`config.mk`:
```
export PLATFORM = sky130hd
export DESIGN_NAME = mc_control_fsm
export DESIGN_NICKNAME = d
export VERILOG_FILES = /design/src/rtl/mc_control_fsm_pkg.sv /design/src/rtl/mc_control_fsm_alu_decoder.sv /design/src/rtl/mc_control_fsm.sv
export SDC_FILE = /design/constraint.sdc
export NUM_CORES = 1
export LEC_CHECK = 0
export ABC_CLOCK_PERIOD_IN_PS = 4400
export CAP_MARGIN = 20
export CORE_MARGIN = 4
export CORE_UTILIZATION = 45
export CTS_BUF_LIST = sky130_fd_sc_hd__clkbuf_8 sky130_fd_sc_hd__clkbuf_16
export DETAILED_ROUTE_END_ITERATION = 8
export GPL_ROUTABILITY_DRIVEN = 0
export GPL_TIMING_DRIVEN = 0
export PLACE_DENSITY = 0.77
export SLEW_MARGIN = 20
export SYNTH_ARGS = -nofsm -noshare
export SYNTH_HDL_FRONTEND = slang
export SYNTH_SLANG_ARGS = --single-unit
```
`constraint.sdc`:
```
create_clock -name clk -period 4.4 [get_ports clk]
set_clock_uncertainty 0.1 [all_clocks]
set_input_delay 0.66 -clock clk [delete_from_list [all_inputs] [get_ports clk]]
set_output_delay 0.66 -clock clk [all_outputs]
set_load 0.02 [all_outputs]
```
`src/rtl/mc_control_fsm_pkg.sv`:
```
// Shared definitions for the multi-cycle MIPS-subset control unit:
// state encoding, opcode/funct constants and datapath mux/ALU encodings.
package mc_control_fsm_pkg;

   typedef enum logic [3:0] {
      S_IDLE    = 4'd0,
      S_FETCH   = 4'd1,
      S_DECODE  = 4'd2,
      S_MEMADR  = 4'd3,
      S_MEMRD   = 4'd4,
      S_MEMWB   = 4'd5,
      S_MEMWR   = 4'd6,
      S_EXECUTE = 4'd7,
      S_ALUWB   = 4'd8,
      S_BRANCH  = 4'd9,
      S_IEXEC   = 4'd10,
      S_IWB     = 4'd11,
      S_JUMP    = 4'd12
   } state_t;

   localparam logic [5:0] OP_RTYPE = 6'b000000;
   localparam logic [5:0] OP_LW    = 6'b100011;
   localparam logic [5:0] OP_SW    = 6'b101011;
   localparam logic [5:0] OP_BEQ   = 6'b000100;
   localparam logic [5:0] OP_ADDI  = 6'b001000;
   localparam logic [5:0] OP_ANDI  = 6'b001100;
   localparam logic [5:0] OP_ORI   = 6'b001101;
   localparam logic [5:0] OP_SLTI  = 6'b001010;
   localparam logic [5:0] OP_J     = 6'b000010;

   localparam logic [5:0] FN_ADD = 6'b100000;
   localparam logic [5:0] FN_SUB = 6'b100010;
   localparam logic [5:0] FN_AND = 6'b100100;
   localparam logic [5:0] FN_OR  = 6'b100101;
   localparam logic [5:0] FN_SLT = 6'b101010;

   // ALU operation codes, shared with the ALU
   localparam logic [2:0] ALU_ADD = 3'b000;
   localparam logic [2:0] ALU_SUB = 3'b001;
   localparam logic [2:0] ALU_AND = 3'b010;
   localparam logic [2:0] ALU_OR  = 3'b011;
   localparam logic [2:0] ALU_SLT = 3'b101;

   localparam logic [1:0] SRCB_B     = 2'b00;
   localparam logic [1:0] SRCB_FOUR  = 2'b01;
   localparam logic [1:0] SRCB_IMM   = 2'b10;
   localparam logic [1:0] SRCB_BRIMM = 2'b11;

   localparam logic [1:0] PCSRC_ALU    = 2'b00;
   localparam logic [1:0] PCSRC_ALUOUT = 2'b01;
   localparam logic [1:0] PCSRC_JUMP   = 2'b10;

   // Final step of a completed instruction; these always return to FETCH
   function automatic logic retires(input state_t s);
      logic r;
      case (s)
         S_MEMWB, S_MEMWR, S_ALUWB, S_BRANCH, S_IWB, S_JUMP: r = 1'b1;
         default:                                            r = 1'b0;
      endcase
      return r;
   endfunction

endpackage

```
`src/rtl/mc_control_fsm_alu_decoder.sv`:
```
// ALU decoder: selects ALUControl and immediate extension from the current
// control step, opcode and funct, and flags unsupported R-type funct codes.
module mc_control_fsm_alu_decoder
   import mc_control_fsm_pkg::*;
(
   input  state_t     state,
   input  logic [5:0] opcode,
   input  logic [5:0] funct,
   output logic [2:0] alucontrol,
   output logic       extop,
   output logic       funct_illegal
);

   // ALU operation per step; address/PC arithmetic steps all use add
   always_comb begin
      alucontrol    = ALU_ADD;
      extop         = 1'b0;
      funct_illegal = 1'b0;
      case (state)
         S_BRANCH: alucontrol = ALU_SUB;
         S_EXECUTE: begin
            case (funct)
               FN_ADD:  alucontrol = ALU_ADD;
               FN_SUB:  alucontrol = ALU_SUB;
               FN_AND:  alucontrol = ALU_AND;
               FN_OR:   alucontrol = ALU_OR;
               FN_SLT:  alucontrol = ALU_SLT;
               default: funct_illegal = 1'b1;
            endcase
         end
         S_IEXEC: begin
            case (opcode)
               OP_ANDI: begin
                  alucontrol = ALU_AND;
                  extop      = 1'b1;
               end
               OP_ORI: begin
                  alucontrol = ALU_OR;
                  extop      = 1'b1;
               end
               OP_SLTI: alucontrol = ALU_SLT;
               default: alucontrol = ALU_ADD;
            endcase
         end
         default: alucontrol = ALU_ADD;
      endcase
   end

endmodule

```
`src/rtl/mc_control_fsm.sv`:
```
// Multi-cycle Moore control FSM for the MIPS-subset datapath; drives all
// datapath enables/muxes and counts retired instructions.
module mc_control_fsm
   import mc_control_fsm_pkg::*;
#(
   parameter int CNT_W = 32
)
(
   input  logic             clk,
   input  logic             rst_n,
   input  logic [5:0]       opcode,
   input  logic [5:0]       funct,
   input  logic             Zero,
   output logic             PCEn,
   output logic             IorD,
   output logic             MemWrite,
   output logic             IRWrite,
   output logic             RegDst,
   output logic             MemtoReg,
   output logic             RegWrite,
   output logic             ALUSrcA,
   output logic [1:0]       ALUSrcB,
   output logic             ExtOp,
   output logic [2:0]       ALUControl,
   output logic [1:0]       PCSrc,
   output logic             illegal,
   output logic [CNT_W-1:0] retired,
   output logic [3:0]       state
);

   state_t           state_r;
   state_t           state_nxt_s;
   logic [CNT_W-1:0] retired_r;
   logic             pcwrite_s;
   logic             branch_s;
   logic             funct_illegal_s;
   logic [2:0]       aluctl_s;
   logic             extop_s;

   mc_control_fsm_alu_decoder u_alu_decoder (
      .state         (state_r),
      .opcode        (opcode),
      .funct         (funct),
      .alucontrol    (aluctl_s),
      .extop         (extop_s),
      .funct_illegal (funct_illegal_s)
   );

   // State register and retired-instruction counter (reset abandons the instruction)
   always_ff @(posedge clk) begin
      if (!rst_n) begin
         state_r   <= S_IDLE;
         retired_r <= {CNT_W{1'b0}};
      end else begin
         state_r <= state_nxt_s;
         if (retires(state_r)) begin
            retired_r <= retired_r + {{(CNT_W-1){1'b0}}, 1'b1};
         end
      end
   end

   // Next-state selection and Moore datapath controls
   always_comb begin
      state_nxt_s = S_FETCH;
      pcwrite_s   = 1'b0;
      branch_s    = 1'b0;
      IorD        = 1'b0;
      MemWrite    = 1'b0;
      IRWrite     = 1'b0;
      RegDst      = 1'b0;
      MemtoReg    = 1'b0;
      RegWrite    = 1'b0;
      ALUSrcA     = 1'b0;
      ALUSrcB     = SRCB_B;
      PCSrc       = PCSRC_ALU;
      illegal     = 1'b0;
      case (state_r)
         S_IDLE: state_nxt_s = S_FETCH;
         S_FETCH: begin
            IRWrite     = 1'b1;
            ALUSrcB     = SRCB_FOUR;
            pcwrite_s   = 1'b1;
            state_nxt_s = S_DECODE;
         end
         S_DECODE: begin
            ALUSrcB = SRCB_BRIMM;
            case (opcode)
               OP_LW, OP_SW:                      state_nxt_s = S_MEMADR;
               OP_RTYPE:                          state_nxt_s = S_EXECUTE;
               OP_BEQ:                            state_nxt_s = S_BRANCH;
               OP_ADDI, OP_ANDI, OP_ORI, OP_SLTI: state_nxt_s = S_IEXEC;
               OP_J:                              state_nxt_s = S_JUMP;
               default: begin
                  state_nxt_s = S_FETCH;
                  illegal     = 1'b1;
               end
            endcase
         end
         S_MEMADR: begin
            ALUSrcA = 1'b1;
            ALUSrcB = SRCB_IMM;
            if (opcode == OP_LW) begin
               state_nxt_s = S_MEMRD;
            end else begin
               state_nxt_s = S_MEMWR;
            end
         end
         S_MEMRD: begin
            IorD        = 1'b1;
            state_nxt_s = S_MEMWB;
         end
         S_MEMWB: begin
            RegWrite = 1'b1;
            MemtoReg = 1'b1;
         end
         S_MEMWR: begin
            IorD     = 1'b1;
            MemWrite = 1'b1;
         end
         S_EXECUTE: begin
            ALUSrcA = 1'b1;
            if (funct_illegal_s) begin
               illegal     = 1'b1;
               state_nxt_s = S_FETCH;
            end else begin
               state_nxt_s = S_ALUWB;
            end
         end
         S_ALUWB: begin
            RegWrite = 1'b1;
            RegDst   = 1'b1;
         end
         S_BRANCH: begin
            ALUSrcA  = 1'b1;
            PCSrc    = PCSRC_ALUOUT;
            branch_s = 1'b1;
         end
         S_IEXEC: begin
            ALUSrcA     = 1'b1;
            ALUSrcB     = SRCB_IMM;
            state_nxt_s = S_IWB;
         end
         S_IWB: RegWrite = 1'b1;
         S_JUMP: begin
            PCSrc     = PCSRC_JUMP;
            pcwrite_s = 1'b1;
         end
         default: state_nxt_s = S_FETCH;
      endcase
   end

   assign PCEn       = pcwrite_s | (branch_s & Zero);
   assign ALUControl = aluctl_s;
   assign ExtOp      = extop_s;
   assign retired    = retired_r;
   assign state      = state_r;

endmodule

```
==> results of run 1 <==
==> layout by cell type, fill, tap and decap left out, types with 3 or more instances in the layout <==
cell | netlist | routed
clkbuf_1 | 9 | 9
o21ai_0 | 6 | 6
nand2b_1 | 8 | 8
buf_2 | 3 | 3
xnor2_1 | 10 | 10
nand4_1 | 8 | 8
nor3b_1 | 3 | 3
dfxtp_1 | 36 | 36
inv_1 | 3 | 4
xor2_1 | 19 | 19
nand3_1 | 14 | 14
clkbuf_8 | 0 | 5
and2_1 | 31 | 31
clkdlybuf4s50_1 | 0 | 66
a2111oi_4 | 4 | 4
nor2b_1 | 5 | 5
a211oi_1 | 4 | 4
nor3_1 | 9 | 9
a21oi_1 | 8 | 8
nor4_1 | 3 | 3
a2111oi_0 | 3 | 3
and4_1 | 4 | 4
nand2_1 | 22 | 22
nor2_1 | 10 | 10
and3_1 | 4 | 4
==> routing by layer <==
metal  wire (um)  track usage  up-vias
met5           0            0        -
met4         120       0.0709        0
met3         394       0.0463       10
met2        2890        0.331       82
met1        2950        0.293     1074
li1            -            -     1114
==> stage by stage <==
step,utilization,setup slack (ps),cells,hold slack [ps]
detailed placement,0.632,816,402,367
global placement,0.632,794,402,356
CTS,0.648,801,409,377
global route,0.648,716,409,423
finish,0.648,783,409,377
floorplan,-,1470,269,444
==> flip-flops by register name (all words and copies together), names as in the netlist <==
signal   cells
retired     32
state        4
==> path summary, 6_finish.rpt <==
kind              cells past startpoint  slack (ps)             to        start
setup reg to reg                      7        2060    retired[23]     state[0]
hold / removal                        2         380    retired[31]  retired[31]
setup / recovery                      6         780  ALUControl[1]    opcode[3]
hold reg to reg                       2         380    retired[31]  retired[31]
==> critical path: stages <==
cell	delay, ps
clkdlybuf4s50_1	600
nand2_1	80
or4_1	460
nor3b_1	310
a31o_2	150
clkdlybuf4s50_1	590
==> power breakdown <==
part           internal [uW]  total [uW]  switching, uW
Sequential               327         328           1.19
Clock                    105         218            113
Combinational           33.1        72.6           39.5
Total                    465         619            153
==> cells in the mapped netlist (2+ instances only) <==
cell / instances / area (um^2)
nor3b_1: 3 / 22.5
and4_1: 4 / 35.0
dfxtp_1: 36 / 721
mux2i_1: 2 / 20.0
clkbuf_1: 9 / 33.8
xnor2_1: 10 / 87.6
or2_2: 2 / 12.5
xor2_1: 19 / 166
inv_1: 3 / 11.3
o21ai_0: 6 / 30.0
a21oi_1: 8 / 40.0
o211ai_1: 2 / 15.0
or4_1: 2 / 15.0
nor2b_1: 5 / 31.3
a2111oi_4: 4 / 110
o22ai_1: 2 / 12.5
a21boi_0: 2 / 15.0
nand2b_1: 8 / 50.1
nor3_1: 9 / 45.0
nor2_1: 10 / 37.5
and2_1: 31 / 194
a211o_1: 2 / 17.5
nand3_1: 14 / 70.1
buf_2: 3 / 15.0
and3_1: 4 / 25.0
a31oi_1: 2 / 12.5
a2111oi_0: 3 / 26.3
buf_6: 2 / 22.5
nand2_1: 22 / 82.6
nor4_1: 3 / 18.8
nand3b_1: 2 / 15.0
nand4_1: 8 / 50.1
a211oi_1: 4 / 30.0
==> kinds of logic (layout without fill, tap and decap cells) <==
| group | Yosys count | in the layout | share of synthesized area |
|---|---|---|---|
| simple gates | 136 | 136 | 0.345 |
| compound gates | 44 | 44 | 0.169 |
| flops | 36 | 36 | 0.311 |
| xor+xnor | 30 | 30 | 0.117 |
| buf+inv | 19 | 92 | 0.0404 |
| mux | 3 | 3 | 0.0135 |
| fa+ha+maj | 1 | 1 | 0.00539 |
==> final cells by class <==
cell class | instances | area, um^2
buffer | 16 | 82.6
clock buffer | 5 | 68.8
clock inverter | 2 | 8.76
fill | 440 | 1710
inverter | 3 | 11.3
multi-input combinational | 214 | 1510
sequential | 36 | 721
tap | 67 | 83.8
timing repair buffer | 66 | 661
==> implementation parameters, run 1 <==
Parameter                              Value

Status
  Outcome    complete, no violations

STA
  Accumulated negative setup slack    0 ps
  Final period util    0.822
  Number of failing setup endpoints in the final timing report    0
  Slew of the pin with the lowest slew margin    885 ps
  Setup repair after global routing missed its margin    no
  Final hold violation count    0
  Max-slew violation count    0
  Time the worst path needs with I/O delays and setup    ~3600 ps
  Headroom to the max-slew limit    0.405
  Highest attainable clock frequency    between 0.2 and 0.3 GHz

GRT
  Vias in the first global route    between 2000 and 2500
  GRT Overall Usage    0.213
  Congestion Overflow GR    0
  Largest net degree at the start of global routing    11
  Antenna violations before repair    0
  First-pass GRT wire length    between 10 and 15 mm

Floorplan
  Y dimension of the die    approximately 80 um
  Die outline width    about 80 um
  Number of top-level pins    68
  Row count    25
  Effective utilization at floorplan    0.478
  Floorplan Core Area    roughly 0.0048 mm^2
  Die outline area    between 0.006 and 0.007 mm^2

Power and ir drop
  Total chip power    between 600 and 700 uW
  Worst VDD drop    around 0.00013 V
  Leakage power total    ~0.0012 uW
  Pwr per Cell Area    ~200 mW/mm^2

Logic synthesis
  Share of synthesized flip-flops with an asynchronous set or reset    0
  Flip-flop cell with the highest count after synthesis    dfxtp_1
  Share of the yosys chip area belonging to registers    0.311
  Number of synthesized flops with an enable pin    0
  Average size of a mapped cell    roughly 8.6 um^2
  Count of unique library cells instantiated by Yosys    56
  Number of instances in the synthesized netlist    between 200 and 300
  Post-Syn Nets    roughly 290
  Number of flip-flops and latches in the synthesized netlist    36
  Netlist Area Pre-Place    between 0.002 and 0.0025 mm^2
  Yosys warns    0

Clock network
  Number of gates resized after CTS    0
  # hold bufs at CTS    0
  Total clock sinks    36
  Clk Latency, worst-skew pair    a little under 300 ps
  Count of H-tree levels built during CTS    2
  Post-CTS Setup Bufs    0
  Cts bufs inserted    5
  Root buffer selected by CTS    clkbuf_8
  TritonCTS clock tree    done
  Max Root-Sink Buffers    2
  Clock-pin transition on the worst setup and hold timing paths    about 60 ps

Final layout
  Number of nets in the layout    around 360
  Number of diodes    0
  Share of final-layout standard cells stronger than drive strength 1    0.0789
  Area growth syn-to-layout    35.4%
  Final std cell area, no fill    around 0.0031 mm^2

Drt
  Aggregate routed wire length    6.35 mm
  DRC violation count after routing    0
  Total iterations of the first detailed-routing run    4
  Detailed-route via count    around 2300
  Routed Antenna Nets    0
  DR iter-0 viols    91
  Routed len/inst    15.5 um
  Detailed-route vias per instance    roughly 5.6

Placed design
  Hpwl dp    between 4 and 5 mm
  Placed Area    around 0.0031 mm^2
  Total of buffers placed on input and output ports    66

Worst setup path
  Worst Path Arrival    roughly 2900 ps
  Endpoint type of the worst setup path    primary output
  Worst path required time    3640 ps
  Max FO, Critical Path    8
  Critical path class    input pin to primary output
  Category of the worst setup path launch point    input pin

Worst hold path
  Path type of the worst min-delay path    register to register

Flow run
  MaxCap Viol Count    0
Note: power is estimated with default switching activity, not from simulation.
==> inputs of run 2 (changes only) <==
ABC_CLOCK_PERIOD_IN_PS = 3010   (was 4400)
CORE_UTILIZATION = 43   (was 45)
clock period = 3.01 ns   (was 4.4 ns; I/O delays follow)
==> run 2 against run 1 <==
Effect of this change:
- non-clock buffer count unchanged
- hold slack improved by 4.0 ps
- count of clock-buffer cells in the layout increased by 1
- final cell count increased by 0.98%
- via count decreased by 1.3%
- largest power group unchanged
- global-route usage decreased by 1.5 points
- total power increased by 53%
- worst setup slack got worse by 630 ps
- highest routed layer unchanged
==> implementation parameters, run 2 (synthesis results as in run 1) <==
Parameter                              Value

Status
  Outcome    complete, no violations (unchanged)

Floorplan
  Number of top-level pins    68 (unchanged)
  Row count    26 (was 25)
  Y dimension of the die    81.5 um (was 79.8 um)
  Die outline width    81.5 um (was 79.8 um)
  Effective utilization at floorplan    0.448 (was 0.478)
  Die outline area    0.00663 mm^2 (was 0.00637 mm^2)
  Floorplan Core Area    0.00517 mm^2 (was 0.00485 mm^2)

Drt
  Aggregate routed wire length    6.15 mm (was 6.35 mm)
  Routed Antenna Nets    0 (unchanged)
  Total iterations of the first detailed-routing run    4 (unchanged)
  Routed len/inst    14.9 um (was 15.5 um)
  Detailed-route via count    2251 (was 2280)
  Detailed-route vias per instance    5.45 (was 5.57)
  DRC violation count after routing    0 (unchanged)
  DR iter-0 viols    117 (was 91)

Final layout
  Commonest non-fill, non-tap cell in the layout    clkdlybuf4s50_1 (unchanged)
  Finished Core Util    0.613 (was 0.648)
  Number of diodes    0 (unchanged)
  Area growth syn-to-layout    36.6% (was 35.4%)
  Number of flip-flops in the largest register    32 (unchanged)
  Highest-count cells in the layout ignoring fill and taps    clkdlybuf4s50_1 (61), dfxtp_1 (36), and2_1 (31) (was clkdlybuf4s50_1 (66), dfxtp_1 (36), and2_1 (31))
  Number of nets in the layout    358 (unchanged)
  Share of final-layout standard cells stronger than drive strength 1    0.0933 (was 0.0789)
  Layout Cells excl Fill    413 (was 409)

STA
  Highest attainable clock frequency    0.350 GHz
  Final hold violation count    0 (unchanged)
  Time the worst path needs with I/O delays and setup    ~2900 ps
  Max-slew violation count    0 (unchanged)
  Headroom to the max-slew limit    0.311 (was 0.405)
  Final period util    0.951
  Number of failing setup endpoints in the final timing report    0 (unchanged)
  Worst path setup slack after routing    149 ps (was 783 ps)
  Slew of the pin with the lowest slew margin    1020 ps (was 885 ps)
  Setup repair after global routing missed its margin    no (unchanged)

Worst setup path
  Endpoint type of the worst setup path    primary output (unchanged)
  Critical path class    input pin to primary output (unchanged)
  Max FO, Critical Path    3 (was 8)
  Worst path required time    2460 ps (was 3640 ps)
  Category of the worst setup path launch point    input pin (unchanged)
  Worst Path Arrival    2310 ps (was 2860 ps)

Clock network
  Max Root-Sink Buffers    2 (unchanged)
  Clk Latency, worst-skew pair    290 ps (about the same)
  Total clock sinks    36 (unchanged)
  Cts bufs inserted    5 (unchanged)
  TritonCTS clock tree    done (unchanged)
  Clock-pin transition on the worst setup and hold timing paths    80 ps (was 60 ps)
  Count of H-tree levels built during CTS    2 (unchanged)
  # hold bufs at CTS    0 (unchanged)
  Root buffer selected by CTS    clkbuf_8 (unchanged)

Worst hold path
  Path type of the worst min-delay path    register to register (unchanged)

GRT
  Antenna violations before repair    0 (unchanged)
  Congestion Overflow GR    0 (unchanged)
  Vias in the first global route    2233 (was 2305)
  GRT Overall Usage    0.198 (was 0.213)
  Largest net degree at the start of global routing    12 (was 11)
  First-pass GRT wire length    10.3 mm (was 10.8 mm)

Placed design
  Worst slack at placement    -176 ps (was 816 ps)
  Hpwl dp    4.67 mm (was 4.71 mm)
  Post-Place Cells    405 (was 402)
  Total of buffers placed on input and output ports    66 (unchanged)

Power and ir drop
  Leakage power total    0.00124 uW (was 0.00119 uW)
  Pwr per Cell Area    299 mW/mm^2 (was 197 mW/mm^2)
  Worst VDD drop    0.000155 V (was 0.000127 V)
  Total chip power    949 uW (was 619 uW)

Flow run
  MaxCap Viol Count    0 (unchanged)
-- run 2: worst max-delay path, stage by stage --
cell,delay (ps)
clkdlybuf4s50_1,510
mux2_2,340
nor3_1,290
o32ai_1,160
clkdlybuf4s50_1,560
-- run 2: per-layer routing --
layer,vias up,part of all wire,global-route usage
li1,1117,-,-
met1,1058,0.44,0.257
met2,67,0.49,0.328
met3,9,0.054,0.0373
met4,0,0.016,0.0709
met5,-,0,0
-- run 2: metrics by stage --
step           setup TNS, ps  hold slack, ps  cell area [um^2]
6_report                   0             381              3170
5_1_grt                    0             434              3170
4_1_cts                    0             388              3160
3_5_place_dp            -278             367              3070
3_3_place_gp            -283             364              3070
2_1_floorplan              0             444              2320
-- run 2: area by class of cell --
cell class | instances | area, um^2
timing repair buffer | 66 | 658
inverter | 3 | 11.3
buffer | 16 | 85.1
sequential | 36 | 721
fill | 449 | 2000
tap | 70 | 87.6
clock inverter | 2 | 11.3
multi-input combinational | 214 | 1510
clock buffer | 6 | 82.6
-- run 2: what timing repair did --
action                                  4_1_cts  5_1_grt
endpoints found under the setup margin        3        3
resized for setup                             5        5
setup buffers                                 0        0
-- run 2: final timing paths --
kind / cells past startpoint / slack, ps / startpoint / to
setup / recovery: 5 / 150 / funct[1] / illegal
hold / removal: 2 / 380 / retired[31] / retired[31]
setup reg to reg: 7 / 710 / state[0] / retired[23]
hold reg to reg: 2 / 380 / retired[31] / retired[31]
-- run 2: where the power goes --
| part | leakage, uW | switching, uW | internal [uW] |
|---|---|---|---|
| Combinational | 0.000899 | 56.2 | 48.5 |
| Clock | 0.0000486 | 182 | 183 |
| Sequential | 0.000290 | 1.85 | 478 |
==> inputs of run 3 (changes only) <==
RECOVER_POWER = 25   (was unset)
==> run 3 against run 2 <==
Effect of this change:
- combinational power about the same
- clock power about the same
- register-to-register slack about the same
- routed wire length about the same
- largest cell class unchanged
- highest routed layer unchanged
==> implementation parameters, run 3 (synthesis results as in run 1) <==
Parameter                              Value

STA
  Highest attainable clock frequency    0.345 GHz (was 0.350 GHz)
  Accumulated negative setup slack    0 ps (unchanged)
  Hold WS    378 ps (was 381 ps)
  Final period util    0.963 (was 0.951)
  Setup repair after global routing missed its margin    no (unchanged)
  Headroom to the max-slew limit    0.311 (about the same)
  Time the worst path needs with I/O delays and setup    2900 ps (was 2860 ps)
  Slew of the pin with the lowest slew margin    1020 ps (about the same)
  Max-slew violation count    0 (unchanged)
  Final hold violation count    0 (unchanged)
  Number of failing setup endpoints in the final timing report    0 (unchanged)
  Worst path setup slack after routing    112 ps (was 149 ps)

GRT
  Largest net degree at the start of global routing    12 (unchanged)
  Vias in the first global route    2233 (unchanged)
  Antenna violations before repair    0 (unchanged)
  First-pass GRT wire length    10.3 mm (unchanged)
  Congestion Overflow GR    0 (unchanged)
  GRT Overall Usage    0.198 (unchanged)

Floorplan
  Effective utilization at floorplan    0.448 (unchanged)
  Die outline area    0.00663 mm^2 (unchanged)
  Y dimension of the die    81.5 um (unchanged)
  Row count    26 (unchanged)
  Floorplan Core Area    0.00517 mm^2 (unchanged)
  Die outline width    81.5 um (unchanged)
  Number of top-level pins    68 (unchanged)

Flow run
  MaxCap Viol Count    0 (unchanged)

Worst hold path
  Worst hold path startpoint    retired[31] (unchanged)
  Hold Crit Endpoint    retired[31] (unchanged)
  Path type of the worst min-delay path    register to register (unchanged)
  Worst hold path stage count    2 (unchanged)

Placed design
  Total of buffers placed on input and output ports    66 (unchanged)
  Worst slack at placement    -176 ps (unchanged)
  Hpwl dp    4.67 mm (unchanged)

Status
  Outcome    complete, no violations (unchanged)

Power and ir drop
  Pwr per Cell Area    299 mW/mm^2 (about the same)
  Leakage power total    0.00131 uW (was 0.00124 uW)
  Worst VDD drop    0.000155 V (about the same)
  Total chip power    948 uW (was 949 uW)

Worst setup path
  Endpoint type of the worst setup path    primary output (unchanged)
  Critical path class    input pin to primary output (unchanged)
  Worst path required time    2460 ps (about the same)
  Source of the worst register-to-register timing path    state[0] (unchanged)
  Reg-to-reg setup timing slack    720 ps (was 710 ps)
  Logic depth of the worst register-to-register path    7 (unchanged)
  Endpoint of the worst-slack reg-to-reg timing path    retired[23] (unchanged)
  Max FO, Critical Path    9 (was 3)
  Category of the worst setup path launch point    input pin (unchanged)
  Worst Path Arrival    2350 ps (was 2310 ps)

Drt
  Detailed-route via count    2255 (was 2251)
  Routed len/inst    14.9 um (about the same)
  DR iter-0 viols    117 (unchanged)
  Aggregate routed wire length    6.16 mm (was 6.15 mm)
  DRC violation count after routing    0 (unchanged)
  Total iterations of the first detailed-routing run    4 (unchanged)
  Routed Antenna Nets    0 (unchanged)
  Detailed-route vias per instance    5.46 (was 5.45)

Final layout
  Share of final-layout standard cells stronger than drive strength 1    0.0933 (unchanged)
  Highest-count cells in the layout ignoring fill and taps    clkdlybuf4s50_1 (40), dfxtp_1 (36), and2_1 (31) (was clkdlybuf4s50_1 (61), dfxtp_1 (36), and2_1 (31))
  Finished Core Util    0.613 (unchanged)
  Commonest non-fill, non-tap cell in the layout    clkdlybuf4s50_1 (unchanged)
  Area growth syn-to-layout    36.6% (unchanged)
  Number of diodes    0 (unchanged)
  Number of flip-flops in the largest register    32 (unchanged)
  Number of nets in the layout    358 (unchanged)

Clock network
  Count of H-tree levels built during CTS    2 (unchanged)
  Clock-pin transition on the worst setup and hold timing paths    80 ps (about the same)
  # hold bufs at CTS    0 (unchanged)
  TritonCTS clock tree    done (unchanged)
  Max Root-Sink Buffers    2 (unchanged)
  Root buffer selected by CTS    clkbuf_8 (unchanged)
  Clk Latency, worst-skew pair    290 ps (about the same)
  Cts bufs inserted    5 (unchanged)
  Total clock sinks    36 (unchanged)
[run 3: changes by cell type in the layout (fill, tap and decap cells not counted)]
cell / change
dlygate4sd3_1: +21
clkdlybuf4s50_1: -21
[run 3: stage by stage]
step | cells | cell area (um^2)
floorplan | 269 | 2320
global placement | 405 | 3070
detailed placement | 405 | 3070
CTS | 413 | 3160
global route | 413 | 3170
finish | 413 | 3170
[run 3: cell type report]
class,instances,area [um^2]
plain buffers,16,85.1
clock buffers,6,82.6
clock inverters,2,11.3
fillers,449,2000
inverters,3,11.3
multi-input cells,214,1510
flip-flops and latches,36,721
well taps,70,87.6
repair buffers,66,658
[run 3: worst max path at each step]
| stage | startpoint | to | slack [ps] | cells past startpoint |
|---|---|---|---|---|
| 2_1_floorplan | state[1] | ALUControl[1] | 280 | 6 |
| 3_3_place_gp | opcode[3] | ALUControl[1] | -180 | 6 |
| 3_5_place_dp | opcode[3] | ALUControl[1] | -180 | 6 |
| 4_1_cts | state[0] | RegWrite | 20 | 6 |
| 5_1_grt | opcode[2] | illegal | 50 | 5 |
| 6_report | opcode[2] | illegal | 110 | 5 |
[run 3: worst max-delay path: stages]
cell             delay [ps]
dlygate4sd3_1           690
nand4b_1                180
nor2_1                   80
o32ai_1                 290
clkdlybuf4s50_1         660
[run 3: timing repair]
action                     CTS  global route
gates resized for setup      5             5
setup endpoints to repair    3             3
cloned                       0             0
setup buffers                0             0
[run 3: report_power, final]
part           switching (uW)  internal [uW]  leakage, uW
clock network             182            183    0.0000486
logic                    56.3           47.7     0.000969
registers                1.78            478     0.000290
total                     240            708      0.00131
[run 3: routing by layer]
metal / up-vias / GRT usage / share of wire
li1: 1118 / - / -
met1: 1060 / 0.257 / 0.44
met2: 68 / 0.328 / 0.49
met3: 9 / 0.0373 / 0.053
met4: 0 / 0.0709 / 0.016
met5: - / 0 / 0
